**config.mk**
```make
export PLATFORM = sky130hd
export DESIGN_NAME = mips_pipe_ctrl_flat
export DESIGN_NICKNAME = d
export VERILOG_FILES = /design/src/rtl/mips_pipe_pkg.sv /design/src/rtl/mips_pipe_ctrl_if.sv /design/src/rtl/mips_fwd_sel.sv /design/src/rtl/mips_pipe_ctrl.sv /design/src/flat_wrapper.sv
export SDC_FILE = /design/constraint.sdc
export NUM_CORES = 1
export LEC_CHECK = 0
export CELL_PAD_IN_SITES_DETAIL_PLACEMENT = 1
export CELL_PAD_IN_SITES_GLOBAL_PLACEMENT = 2
export CORE_MARGIN = 1.5
export CORE_UTILIZATION = 20
export DETAILED_ROUTE_END_ITERATION = 8
export GPL_TIMING_DRIVEN = 0
export PLACE_DENSITY = 0.87
export SKIP_LAST_GASP = 1
export SYNTH_ARGS = -nofsm -noshare
export SYNTH_HDL_FRONTEND = slang
export SYNTH_SLANG_ARGS = --single-unit
export TNS_END_PERCENT = 30
```
**constraint.sdc**
```tcl
create_clock -name clk -period 1.8 [get_ports clk]
set_input_delay 0.36 -clock clk [delete_from_list [all_inputs] [get_ports clk]]
set_output_delay 0.36 -clock clk [all_outputs]
set_load 0.005 [all_outputs]
```
**src/rtl/mips_pipe_pkg.sv**
```systemverilog
// rtl/mips_pipe_pkg.sv - shared types for the MIPS pipeline hazard/control unit
package mips_pipe_pkg;

    typedef enum logic [1:0] {
        FWD_RF  = 2'd0,
        FWD_MEM = 2'd1,
        FWD_WB  = 2'd2
    } fwd_sel_t;

    typedef enum logic {
        IDLE = 1'b0,
        BUSY = 1'b1
    } mc_state_t;

endpackage

```
**src/rtl/mips_pipe_ctrl_if.sv**
```systemverilog
// rtl/mips_pipe_ctrl_if.sv - stage status inputs and control outputs of the pipeline control unit
interface mips_pipe_if #(
    parameter int REG_W = 5,
    parameter int CNT_W = 16
);
    logic             id_valid;
    logic             id_rs_used;
    logic             id_rt_used;
    logic [REG_W-1:0] id_rs;
    logic [REG_W-1:0] id_rt;
    logic             ex_valid;
    logic             ex_wen;
    logic             ex_is_load;
    logic [REG_W-1:0] ex_rs;
    logic [REG_W-1:0] ex_rt;
    logic [REG_W-1:0] ex_rd;
    logic             ex_multi_start;
    logic             branch_taken;
    logic             mem_valid;
    logic             mem_wen;
    logic [REG_W-1:0] mem_rd;
    logic             wb_wen;
    logic [REG_W-1:0] wb_rd;

    logic             stall_if;
    logic             stall_id;
    logic             stall_ex;
    logic             bubble_ex;
    logic             bubble_mem;
    logic             flush_if_id;
    logic [1:0]       fwd_a;
    logic [1:0]       fwd_b;
    logic             ex_done;
    logic             busy;
    logic [CNT_W-1:0] stall_cnt;

    // Pipeline side: reports stage contents, consumes controls.
    modport master (
        output id_valid, id_rs_used, id_rt_used, id_rs, id_rt,
               ex_valid, ex_wen, ex_is_load, ex_rs, ex_rt, ex_rd,
               ex_multi_start, branch_taken, mem_valid, mem_wen, mem_rd,
               wb_wen, wb_rd,
        input  stall_if, stall_id, stall_ex, bubble_ex, bubble_mem,
               flush_if_id, fwd_a, fwd_b, ex_done, busy, stall_cnt
    );

    modport slave (
        input  id_valid, id_rs_used, id_rt_used, id_rs, id_rt,
               ex_valid, ex_wen, ex_is_load, ex_rs, ex_rt, ex_rd,
               ex_multi_start, branch_taken, mem_valid, mem_wen, mem_rd,
               wb_wen, wb_rd,
        output stall_if, stall_id, stall_ex, bubble_ex, bubble_mem,
               flush_if_id, fwd_a, fwd_b, ex_done, busy, stall_cnt
    );
endinterface

```
**src/rtl/mips_fwd_sel.sv**
```systemverilog
// rtl/mips_fwd_sel.sv - per-operand forwarding source comparator
module mips_fwd_sel
    import mips_pipe_pkg::*;
#(
    parameter int REG_W = 5
) (
    input  logic [REG_W-1:0] src,
    input  logic             mem_valid,
    input  logic             mem_wen,
    input  logic [REG_W-1:0] mem_rd,
    input  logic             wb_wen,
    input  logic [REG_W-1:0] wb_rd,
    output fwd_sel_t         sel
);
    // MEM holds the younger result, so it is checked last and wins.
    always_comb begin
        sel = FWD_RF;
        if (wb_wen && (wb_rd != '0) && (wb_rd == src))
            sel = FWD_WB;
        if (mem_valid && mem_wen && (mem_rd != '0) && (mem_rd == src))
            sel = FWD_MEM;
    end
endmodule

```
**src/rtl/mips_pipe_ctrl.sv**
```systemverilog
// rtl/mips_pipe_ctrl.sv - hazard detection, forwarding, multi-cycle EX stall FSM and stall counter
module mips_pipe_ctrl
    import mips_pipe_pkg::*;
#(
    parameter int REG_W   = 5,
    parameter int MUL_LAT = 4,
    parameter int CNT_W   = 16
) (
    input  logic     clk,
    input  logic     rst,
    mips_pipe_if.slave p
);
    localparam int            CW       = (MUL_LAT > 2) ? $clog2(MUL_LAT - 1) : 1;
    localparam logic [CW-1:0] CNT_INIT = CW'(MUL_LAT - 2);

    mc_state_t        state, state_nxt;
    logic [CW-1:0]    cnt, cnt_nxt;
    logic [CNT_W-1:0] stall_cnt_q;
    fwd_sel_t         sel_a, sel_b;

    logic mc_stall, done_c, load_use, branch;
    logic stall_if_c, stall_ex_c, bubble_ex_c, bubble_mem_c, flush_c;

    mips_fwd_sel #(.REG_W(REG_W)) u_fwd_a (
        .src(p.ex_rs), .mem_valid(p.mem_valid), .mem_wen(p.mem_wen), .mem_rd(p.mem_rd),
        .wb_wen(p.wb_wen), .wb_rd(p.wb_rd), .sel(sel_a)
    );

    mips_fwd_sel #(.REG_W(REG_W)) u_fwd_b (
        .src(p.ex_rt), .mem_valid(p.mem_valid), .mem_wen(p.mem_wen), .mem_rd(p.mem_rd),
        .wb_wen(p.wb_wen), .wb_rd(p.wb_rd), .sel(sel_b)
    );

    always_ff @(posedge clk or negedge rst) begin
        if (!rst) begin
            state       <= IDLE;
            cnt         <= '0;
            stall_cnt_q <= '0;
        end else begin
            state <= state_nxt;
            cnt   <= cnt_nxt;
            if (stall_if_c && (stall_cnt_q != '1))
                stall_cnt_q <= stall_cnt_q + CNT_W'(1);
        end
    end

    always_comb begin
        state_nxt = state;
        cnt_nxt   = cnt;
        mc_stall  = 1'b0;
        done_c    = 1'b0;
        case (state)
            IDLE: begin
                if (p.ex_multi_start) begin
                    mc_stall  = 1'b1;
                    state_nxt = BUSY;
                    cnt_nxt   = CNT_INIT;
                end
            end
            BUSY: begin
                if (cnt != '0) begin
                    mc_stall = 1'b1;
                    cnt_nxt  = cnt - CW'(1);
                end else begin
                    done_c    = 1'b1;
                    state_nxt = IDLE;
                end
            end
            default: state_nxt = IDLE;
        endcase

        // Hazards only matter while no multi-cycle op owns EX.
        load_use = (state == IDLE) && p.id_valid && p.ex_valid && p.ex_is_load &&
                   (p.ex_rd != '0) &&
                   ((p.id_rs_used && (p.id_rs == p.ex_rd)) ||
                    (p.id_rt_used && (p.id_rt == p.ex_rd)));
        branch   = (state == IDLE) && p.branch_taken;

        // A taken branch squashes the dependent ID instruction, so no stall is needed.
        stall_if_c   = mc_stall || (load_use && !branch);
        stall_ex_c   = mc_stall;
        bubble_ex_c  = load_use || branch;
        bubble_mem_c = mc_stall;
        flush_c      = branch;
    end

    assign p.stall_if    = rst && stall_if_c;
    assign p.stall_id    = rst && stall_if_c;
    assign p.stall_ex    = rst && stall_ex_c;
    assign p.bubble_ex   = rst && bubble_ex_c;
    assign p.bubble_mem  = rst && bubble_mem_c;
    assign p.flush_if_id = rst && flush_c;
    assign p.fwd_a       = rst ? sel_a : FWD_RF;
    assign p.fwd_b       = rst ? sel_b : FWD_RF;
    assign p.ex_done     = rst && done_c;
    assign p.busy        = rst && (state == BUSY);
    assign p.stall_cnt   = stall_cnt_q;
endmodule

```
**src/flat_wrapper.sv**
```systemverilog
// flat-port wrapper written by rule: the top's interface ports become plain ports
module mips_pipe_ctrl_flat import mips_pipe_pkg::*;
#(
    parameter int REG_W   = 5,
    parameter int MUL_LAT = 4,
    parameter int CNT_W   = 16
)
  (clk, rst, p_id_valid, p_id_rs_used, p_id_rt_used, p_id_rs, p_id_rt, p_ex_valid, p_ex_wen, p_ex_is_load, p_ex_rs, p_ex_rt, p_ex_rd, p_ex_multi_start, p_branch_taken, p_mem_valid, p_mem_wen, p_mem_rd, p_wb_wen, p_wb_rd, p_stall_if, p_stall_id, p_stall_ex, p_bubble_ex, p_bubble_mem, p_flush_if_id, p_fwd_a, p_fwd_b, p_ex_done, p_busy, p_stall_cnt);
  mips_pipe_if #(.REG_W(REG_W), .CNT_W(CNT_W)) p_i ();
  input  logic clk;
  input  logic rst;
  input wire logic [$bits(p_i.id_valid)-1:0] p_id_valid;
  input wire logic [$bits(p_i.id_rs_used)-1:0] p_id_rs_used;
  input wire logic [$bits(p_i.id_rt_used)-1:0] p_id_rt_used;
  input wire logic [$bits(p_i.id_rs)-1:0] p_id_rs;
  input wire logic [$bits(p_i.id_rt)-1:0] p_id_rt;
  input wire logic [$bits(p_i.ex_valid)-1:0] p_ex_valid;
  input wire logic [$bits(p_i.ex_wen)-1:0] p_ex_wen;
  input wire logic [$bits(p_i.ex_is_load)-1:0] p_ex_is_load;
  input wire logic [$bits(p_i.ex_rs)-1:0] p_ex_rs;
  input wire logic [$bits(p_i.ex_rt)-1:0] p_ex_rt;
  input wire logic [$bits(p_i.ex_rd)-1:0] p_ex_rd;
  input wire logic [$bits(p_i.ex_multi_start)-1:0] p_ex_multi_start;
  input wire logic [$bits(p_i.branch_taken)-1:0] p_branch_taken;
  input wire logic [$bits(p_i.mem_valid)-1:0] p_mem_valid;
  input wire logic [$bits(p_i.mem_wen)-1:0] p_mem_wen;
  input wire logic [$bits(p_i.mem_rd)-1:0] p_mem_rd;
  input wire logic [$bits(p_i.wb_wen)-1:0] p_wb_wen;
  input wire logic [$bits(p_i.wb_rd)-1:0] p_wb_rd;
  output wire logic [$bits(p_i.stall_if)-1:0] p_stall_if;
  output wire logic [$bits(p_i.stall_id)-1:0] p_stall_id;
  output wire logic [$bits(p_i.stall_ex)-1:0] p_stall_ex;
  output wire logic [$bits(p_i.bubble_ex)-1:0] p_bubble_ex;
  output wire logic [$bits(p_i.bubble_mem)-1:0] p_bubble_mem;
  output wire logic [$bits(p_i.flush_if_id)-1:0] p_flush_if_id;
  output wire logic [$bits(p_i.fwd_a)-1:0] p_fwd_a;
  output wire logic [$bits(p_i.fwd_b)-1:0] p_fwd_b;
  output wire logic [$bits(p_i.ex_done)-1:0] p_ex_done;
  output wire logic [$bits(p_i.busy)-1:0] p_busy;
  output wire logic [$bits(p_i.stall_cnt)-1:0] p_stall_cnt;
  assign p_i.id_valid = p_id_valid;
  assign p_i.id_rs_used = p_id_rs_used;
  assign p_i.id_rt_used = p_id_rt_used;
  assign p_i.id_rs = p_id_rs;
  assign p_i.id_rt = p_id_rt;
  assign p_i.ex_valid = p_ex_valid;
  assign p_i.ex_wen = p_ex_wen;
  assign p_i.ex_is_load = p_ex_is_load;
  assign p_i.ex_rs = p_ex_rs;
  assign p_i.ex_rt = p_ex_rt;
  assign p_i.ex_rd = p_ex_rd;
  assign p_i.ex_multi_start = p_ex_multi_start;
  assign p_i.branch_taken = p_branch_taken;
  assign p_i.mem_valid = p_mem_valid;
  assign p_i.mem_wen = p_mem_wen;
  assign p_i.mem_rd = p_mem_rd;
  assign p_i.wb_wen = p_wb_wen;
  assign p_i.wb_rd = p_wb_rd;
  assign p_stall_if = p_i.stall_if;
  assign p_stall_id = p_i.stall_id;
  assign p_stall_ex = p_i.stall_ex;
  assign p_bubble_ex = p_i.bubble_ex;
  assign p_bubble_mem = p_i.bubble_mem;
  assign p_flush_if_id = p_i.flush_if_id;
  assign p_fwd_a = p_i.fwd_a;
  assign p_fwd_b = p_i.fwd_b;
  assign p_ex_done = p_i.ex_done;
  assign p_busy = p_i.busy;
  assign p_stall_cnt = p_i.stall_cnt;
  mips_pipe_ctrl #(.REG_W(REG_W), .MUL_LAT(MUL_LAT), .CNT_W(CNT_W)) u_core (.clk(clk), .rst(rst), .p(p_i));
endmodule
```
==> After elaboration in Yosys (flattened, before gate mapping) <==
Cells that the tools add are included.
{ "word_totals": {"register_bits": 19, "input_bits": 48, "output_inout_bits": 28, "elab_cells": 61} }
{ "classes": {"addsub": 2, "eq_ne": 9, "mux": 14, "bitwise_logic": 1, "reduce_logical": 32} }
{ "op_table": {"columns": ["op", "n"], "rows": [
  ["$eq A5 B5 Y1", 6],
  ["$logic_and A1 B1 Y1", 23],
  ["$add A16 B1 Y16 const B", 1],
  ["$mux W2", 8],
  ["$ne A16 B16 Y1 const B", 1],
  ["$reduce_bool A5 Y1", 3],
  ["$mux W1", 4],
  ["$ne A2 B2 Y1 const B", 2],
  ["$pmux W2 S2", 1],
  ["$logic_or A1 B1 Y1", 3],
  ["$pmux W1 S2", 1],
  ["$reduce_and A2 Y1", 1],
  ["$reduce_bool A2 Y1", 1],
  ["$sub A2 B1 Y2 const B", 1],
  ["$logic_not A1 Y1", 1],
  ["$not A1 Y1", 1]
]} }

==> Logic depth before layout (Yosys ltp) <==
{ "depth": {"word_depth": 9, "depth_mapped": 8, "depth_no_buf": 8} }

==> Modules after synthesis <==
From an unflattened synthesis, not the netlist that was laid out.
{ "hier_totals": {"hier_cells": 154, "area_unflattened_um2": 1437.6} }
{ "modules_own_cells": {"columns": ["mod", "instances", "cells_each", "area_per_inst_um2"], "rows": [
  ["mips_pipe_ctrl", 1, 114, 1142.3],
  ["mips_fwd_sel", 2, 20, 147.6]
]} }

==> Worst setup path after synthesis <==
OpenSTA, ideal clock, no wires.
{ "synth_timing": {"kind": "reg2out", "from": "register u_core.cnt[0]", "to": "output port p_stall_if", "arrival_time_ns": 1.555, "t_required_ns": 1.440, "setup_slack_ns": -0.115, "path_stages_with_launch": 9, "path_buffers": 2, "cell_sequence": "dfrtp_1 -> inv_1 -> ha_1 -> inv_1 -> mux2_2 -> a21o_1 -> buf_2 -> and2_1 -> buf_4"} }
{ "synth_between": {"elab_chain_len": 5} }
{ "synth_lines": {"columns": ["item", "line_no", "source"], "rows": [
  ["start: declaration", "mips_pipe_ctrl.sv:17", "logic [CW-1:0] cnt, cnt_nxt;"],
  ["start signal: assignment", "mips_pipe_ctrl.sv:41", "cnt <= cnt_nxt;"],
  ["$reduce_bool A2 Y1", "mips_pipe_ctrl.sv:61", "if (cnt != '0) begin"],
  ["$mux W1", "mips_pipe_ctrl.sv:61", null],
  ["$pmux W1 S2", "mips_pipe_ctrl.sv:52", "case (state)"],
  ["named net u_core.bubble_mem_c", "mips_pipe_ctrl.sv:22", "logic stall_if_c, stall_ex_c, bubble_ex_c, bubble_mem_c, flush_c;"],
  ["$logic_or A1 B1 Y1", "mips_pipe_ctrl.sv:80", "stall_if_c = mc_stall || (load_use && !branch);"],
  ["$logic_and A1 B1 Y1", null, null],
  ["end: declaration", "flat_wrapper.sv:30", "output wire logic [$bits(p_i.stall_if)-1:0] p_stall_if;"]
]} }
The timed path passes the listed nets, and every way through them passes these cells.

==> Worst setup path after layout <==
{ "layout_timing": {"from": "input port p_mem_rd[4]", "to": "output port p_fwd_b[0]"} }
{ "layout_between": {"elab_chain_len": 5, "word_cells_on_any_way": 6, "cone_classes": "eq/ne: 1; mux: 2; reduce/logical: 3"} }
{ "layout_lines": {"columns": ["item", "line_no", "source"], "rows": [
  ["start: declaration", "flat_wrapper.sv:27", "input wire logic [$bits(p_i.mem_rd)-1:0] p_mem_rd;"],
  ["$reduce_bool A5 Y1", "mips_fwd_sel.sv:20", "if (mem_valid && mem_wen && (mem_rd != '0) && (mem_rd == src))"],
  ["$logic_and A1 B1 Y1", "mips_fwd_sel.sv:20", null],
  ["$logic_and A1 B1 Y1 (*)", "mips_fwd_sel.sv:20", null],
  ["$mux W2 (*)", "mips_fwd_sel.sv:20", null],
  ["$mux W2 (*)", "mips_pipe_ctrl.sv:94", "assign p.fwd_b = rst ? sel_b : FWD_RF;"],
  ["end: declaration", "flat_wrapper.sv:37", "output wire logic [$bits(p_i.fwd_b)-1:0] p_fwd_b;"]
]} }
Mark *: on every way between the ends. The rest lies on a longest branch, timed or not.

==> reports/qor.csv <==
metric;value;unit
Num CTS Buffers;3;
required time of the worst setup path;1.44;ns
average vias per placed instance;4.32;
final hold violation count;0;
first-pass GRT wire length;7270;µm
peak fanout along the critical path;2;
Cell Area, Synth;1460;µm²
worst endpoint data arrival time;1.76;ns
deepest level of the CTS H-tree;1;
endpoint kind of the worst setup timing path;output pin;
share of layout cells above drive strength 1;0.351;
dpl ws;-1.79;ns
power after layout;2.33;mW
violated checks;setup timing;
global-route total usage across every layer;0.117;
total placed instance area;2340;µm²
Synth Net Count;199;
internal power of the cells;1.48;mW
delay of the slowest critical-path stage;0.52;ns
Max Clock Skew;0.00844;ns
RePlAce Congestion;0.707;
sequential share of power;0.330;
setup total negative slack;-2.69;ns
vias in the first global route;1614;
Psw;0.845;mW
number of DRC violations after detailed routing;0;
starting density of the core;0.211;
half-perimeter wire length after placement;3530;µm
tightest hold margin;0.489;ns
Std-Cell Core Area;6940;µm²
Yosys warnings;0;
Post-DRT Antenna Nets;0;
wire per inst;13.8;µm
part of the power in combinational logic;0.540;
P per Cell Area;939;nW/µm²
number of core rows;30;
Clk Latency, worst-skew pair;0.26;ns
Inserted Diodes;0;
switching power as a share of total power;0.363;
number of instances in the synthesized netlist;149;
Worst VDD drop;523;µV
Post-synth EDFFs;0;
slew at the pin with the worst max-slew slack;0.911;ns
count of state elements after synthesis;19;
max capacitance violation total;0;
CTS tree;yes;
Remaining Overflow, GRT;0;
Routed Wire Length;4680;µm
net count of the finished layout;293;
clock transition time at the flip-flop clock pins of the worst setup and hold paths;0.08;ns
unrepaired setup endpoints after global routing;yes;
initial antenna violation count;0;
Unique masters post-synth;38;
Primary FF master, synth;dfrtp_1;
die span in x;88.5;µm
via count;1459;
count of final setup violators;15;
category of the most critical setup path;input pin to output pin;
count of filler cells inserted in the layout;805;
final period demand of the worst path;2.12;ns
Hold WC Path Type;flip-flop to flip-flop;
vertical extent of the die;88.5;µm
first-pass iteration count of the detailed router;2;
area enclosed by the die boundary;7830;µm²
number of ports placed on the die boundary;76;
number of buffers inserted by port buffering;74;
share of synthesized area occupied by flip-flops and latches;0.325;
type of element launching the critical path;input pin;
clock power share;0.130;
ys async rst share;1.00;
remaining max-slew budget at the tightest pin;0.391;
status;complete, but fails checks;
minimum setup slack in the final design;-0.316;ns
Lkg Pwr;1.10;nW
post-route cell area;2480;µm²
highest attainable clock frequency;473;MHz
Synth-to-Final Area Change;69.4;%
maximum number of pins on one net before global-route repair;20;
number of sinks on the clock net;19;
crit share post-route;1.18;
master of the slowest instance on the critical path;or4_4;
max-slew violation total from the final report;0;
cell-by-cell listing of the critical path;buf_8 > or4_4 > o211ai_1 > buf_4 > nor4_4 > and2_1 > dlygate4sd2_1;
starting DRC count in detailed routing;28;
cell at the root of the clock tree;clkbuf_8;
clock buffer depth;2;
average cell area after synthesis;9.82;µm²
-- registers in the layout, indices dropped and copies added, names as in the netlist --
signal,flops
u_core.p.stall_cnt,16
u_core.cnt,2
u_core.state,1
-- cells in the final DEF, fill, tap and decap left out, types with 3 or more instances in the layout --
cell             netlist  routed
clkbuf_8               0       3
nor2_1                 7       7
and2_1                 6       4
and3_1                 3       3
inv_2                  0       3
clkdlybuf4s15_1        0       4
xor2_1                20      20
dlygate4sd2_1          0       9
xnor2_1               26      21
dlymetal6s2s_1         0       3
xnor2_2                0       5
and2_4                 1       3
or4_1                  4       3
buf_6                  0       8
nand3_1               10       9
buf_2                  1      24
nand4_1                5       5
clkdlybuf4s50_1        0      25
nand2_1               10      10
dfrtp_1               19      19
buf_4                  2      15
-- through the flow --
stage | utilization | cells
floorplan | - | 149
global placement | 0.337 | 319
detailed placement | 0.337 | 319
CTS | 0.351 | 336
global route | 0.357 | 338
finish | 0.357 | 338
-- cells in the mapped netlist, drive strengths merged (4+ instances only) --
master | number | area [µm²]
xnor2 | 26 | 228
xor2 | 20 | 175
dfrtp | 19 | 475
nand2 | 10 | 37.5
nand3 | 10 | 50.1
and2 | 8 | 53.8
nor2 | 7 | 26.3
nand4 | 5 | 31.3
inv | 4 | 15.0
nor4 | 4 | 37.5
or4 | 4 | 30.0
-- path summary, 6_finish.rpt --
kind / to / depth (start not counted) / from / slack, ns
hold reg to reg: u_core.p.stall_cnt[14] / 1 / u_core.p.stall_cnt[14] / 0.49
min in group asynchronous: u_core.p.stall_cnt[12] / 2 / rst / 0.81
hold / removal: u_core.p.stall_cnt[14] / 1 / u_core.p.stall_cnt[14] / 0.49
setup reg to reg: u_core.p.stall_cnt[1] / 6 / u_core.p.stall_cnt[0] / -0.21
max in group asynchronous: u_core.p.stall_cnt[3] / 2 / rst / 0.42
setup / recovery: p_fwd_b[0] / 7 / p_mem_rd[4] / -0.32
-- worst max-delay path: cells and delay by family --
family                 cells  cell delay, ns
buffers and inverters      3            0.51
AOI/OAI and AO/OA          1            0.17
and+or+nand+nor            3            0.72
-- cells by family after synthesis --
family                   Yosys count  synth area share
AND/OR/NAND/NOR                   59             0.256
multiplexers                       2            0.0180
XOR/XNOR                          46             0.275
adder cells (fa/ha/maj)            2            0.0171
buffers and inverters              7            0.0239
flip-flops                        19             0.325
AO/OA/AOI/OAI                     14            0.0847
-- metal layers --
metal	up-vias	global-route usage	share of wire
met5	-	0	0
met4	0	0.0284	0.0053
met3	2	0.0233	0.065
met2	48	0.232	0.52
met1	696	0.125	0.41
li1	713	-	-
-- layout make-up --
type / count / area, µm² / share of cell area
Timing Repair Buffer: 90 / 748 / 0.302
Clock buffer: 3 / 41.3 / 0.0167
Buffer: 2 / 22.5 / 0.00909
Clock inverter: 1 / 5.00 / 0.00202
Tap cell: 96 / 120 / 0.0485
Multi-Input combinational cell: 123 / 1050 / 0.424
Inverter: 4 / 15.0 / 0.00606
Sequential cell: 19 / 475 / 0.192
-- power by group through the flow --
| stage | Combinational, mW | Clock (mW) | Sequential (mW) |
|---|---|---|---|
| 2_1_floorplan | 0.585 | 0 | 0.739 |
| 3_3_place_gp | 1.11 | 0 | 0.767 |
| 3_5_place_dp | 1.14 | 0 | 0.773 |
| 4_1_cts | 1.26 | 0.319 | 0.772 |
| 5_1_grt | 1.39 | 0.333 | 0.798 |
| 6_report | 1.26 | 0.303 | 0.768 |
-- timing repair --
item	4_1_cts	5_1_grt
setup buffers	13	3
pin swaps	26	7
endpoints found under the setup margin	28	23
hold buffers	1	0
hold endpoints to repair	19	0
gates cloned	0	0
resized for setup	166	11
No activity file was read; power rests on OpenSTA's default activity.
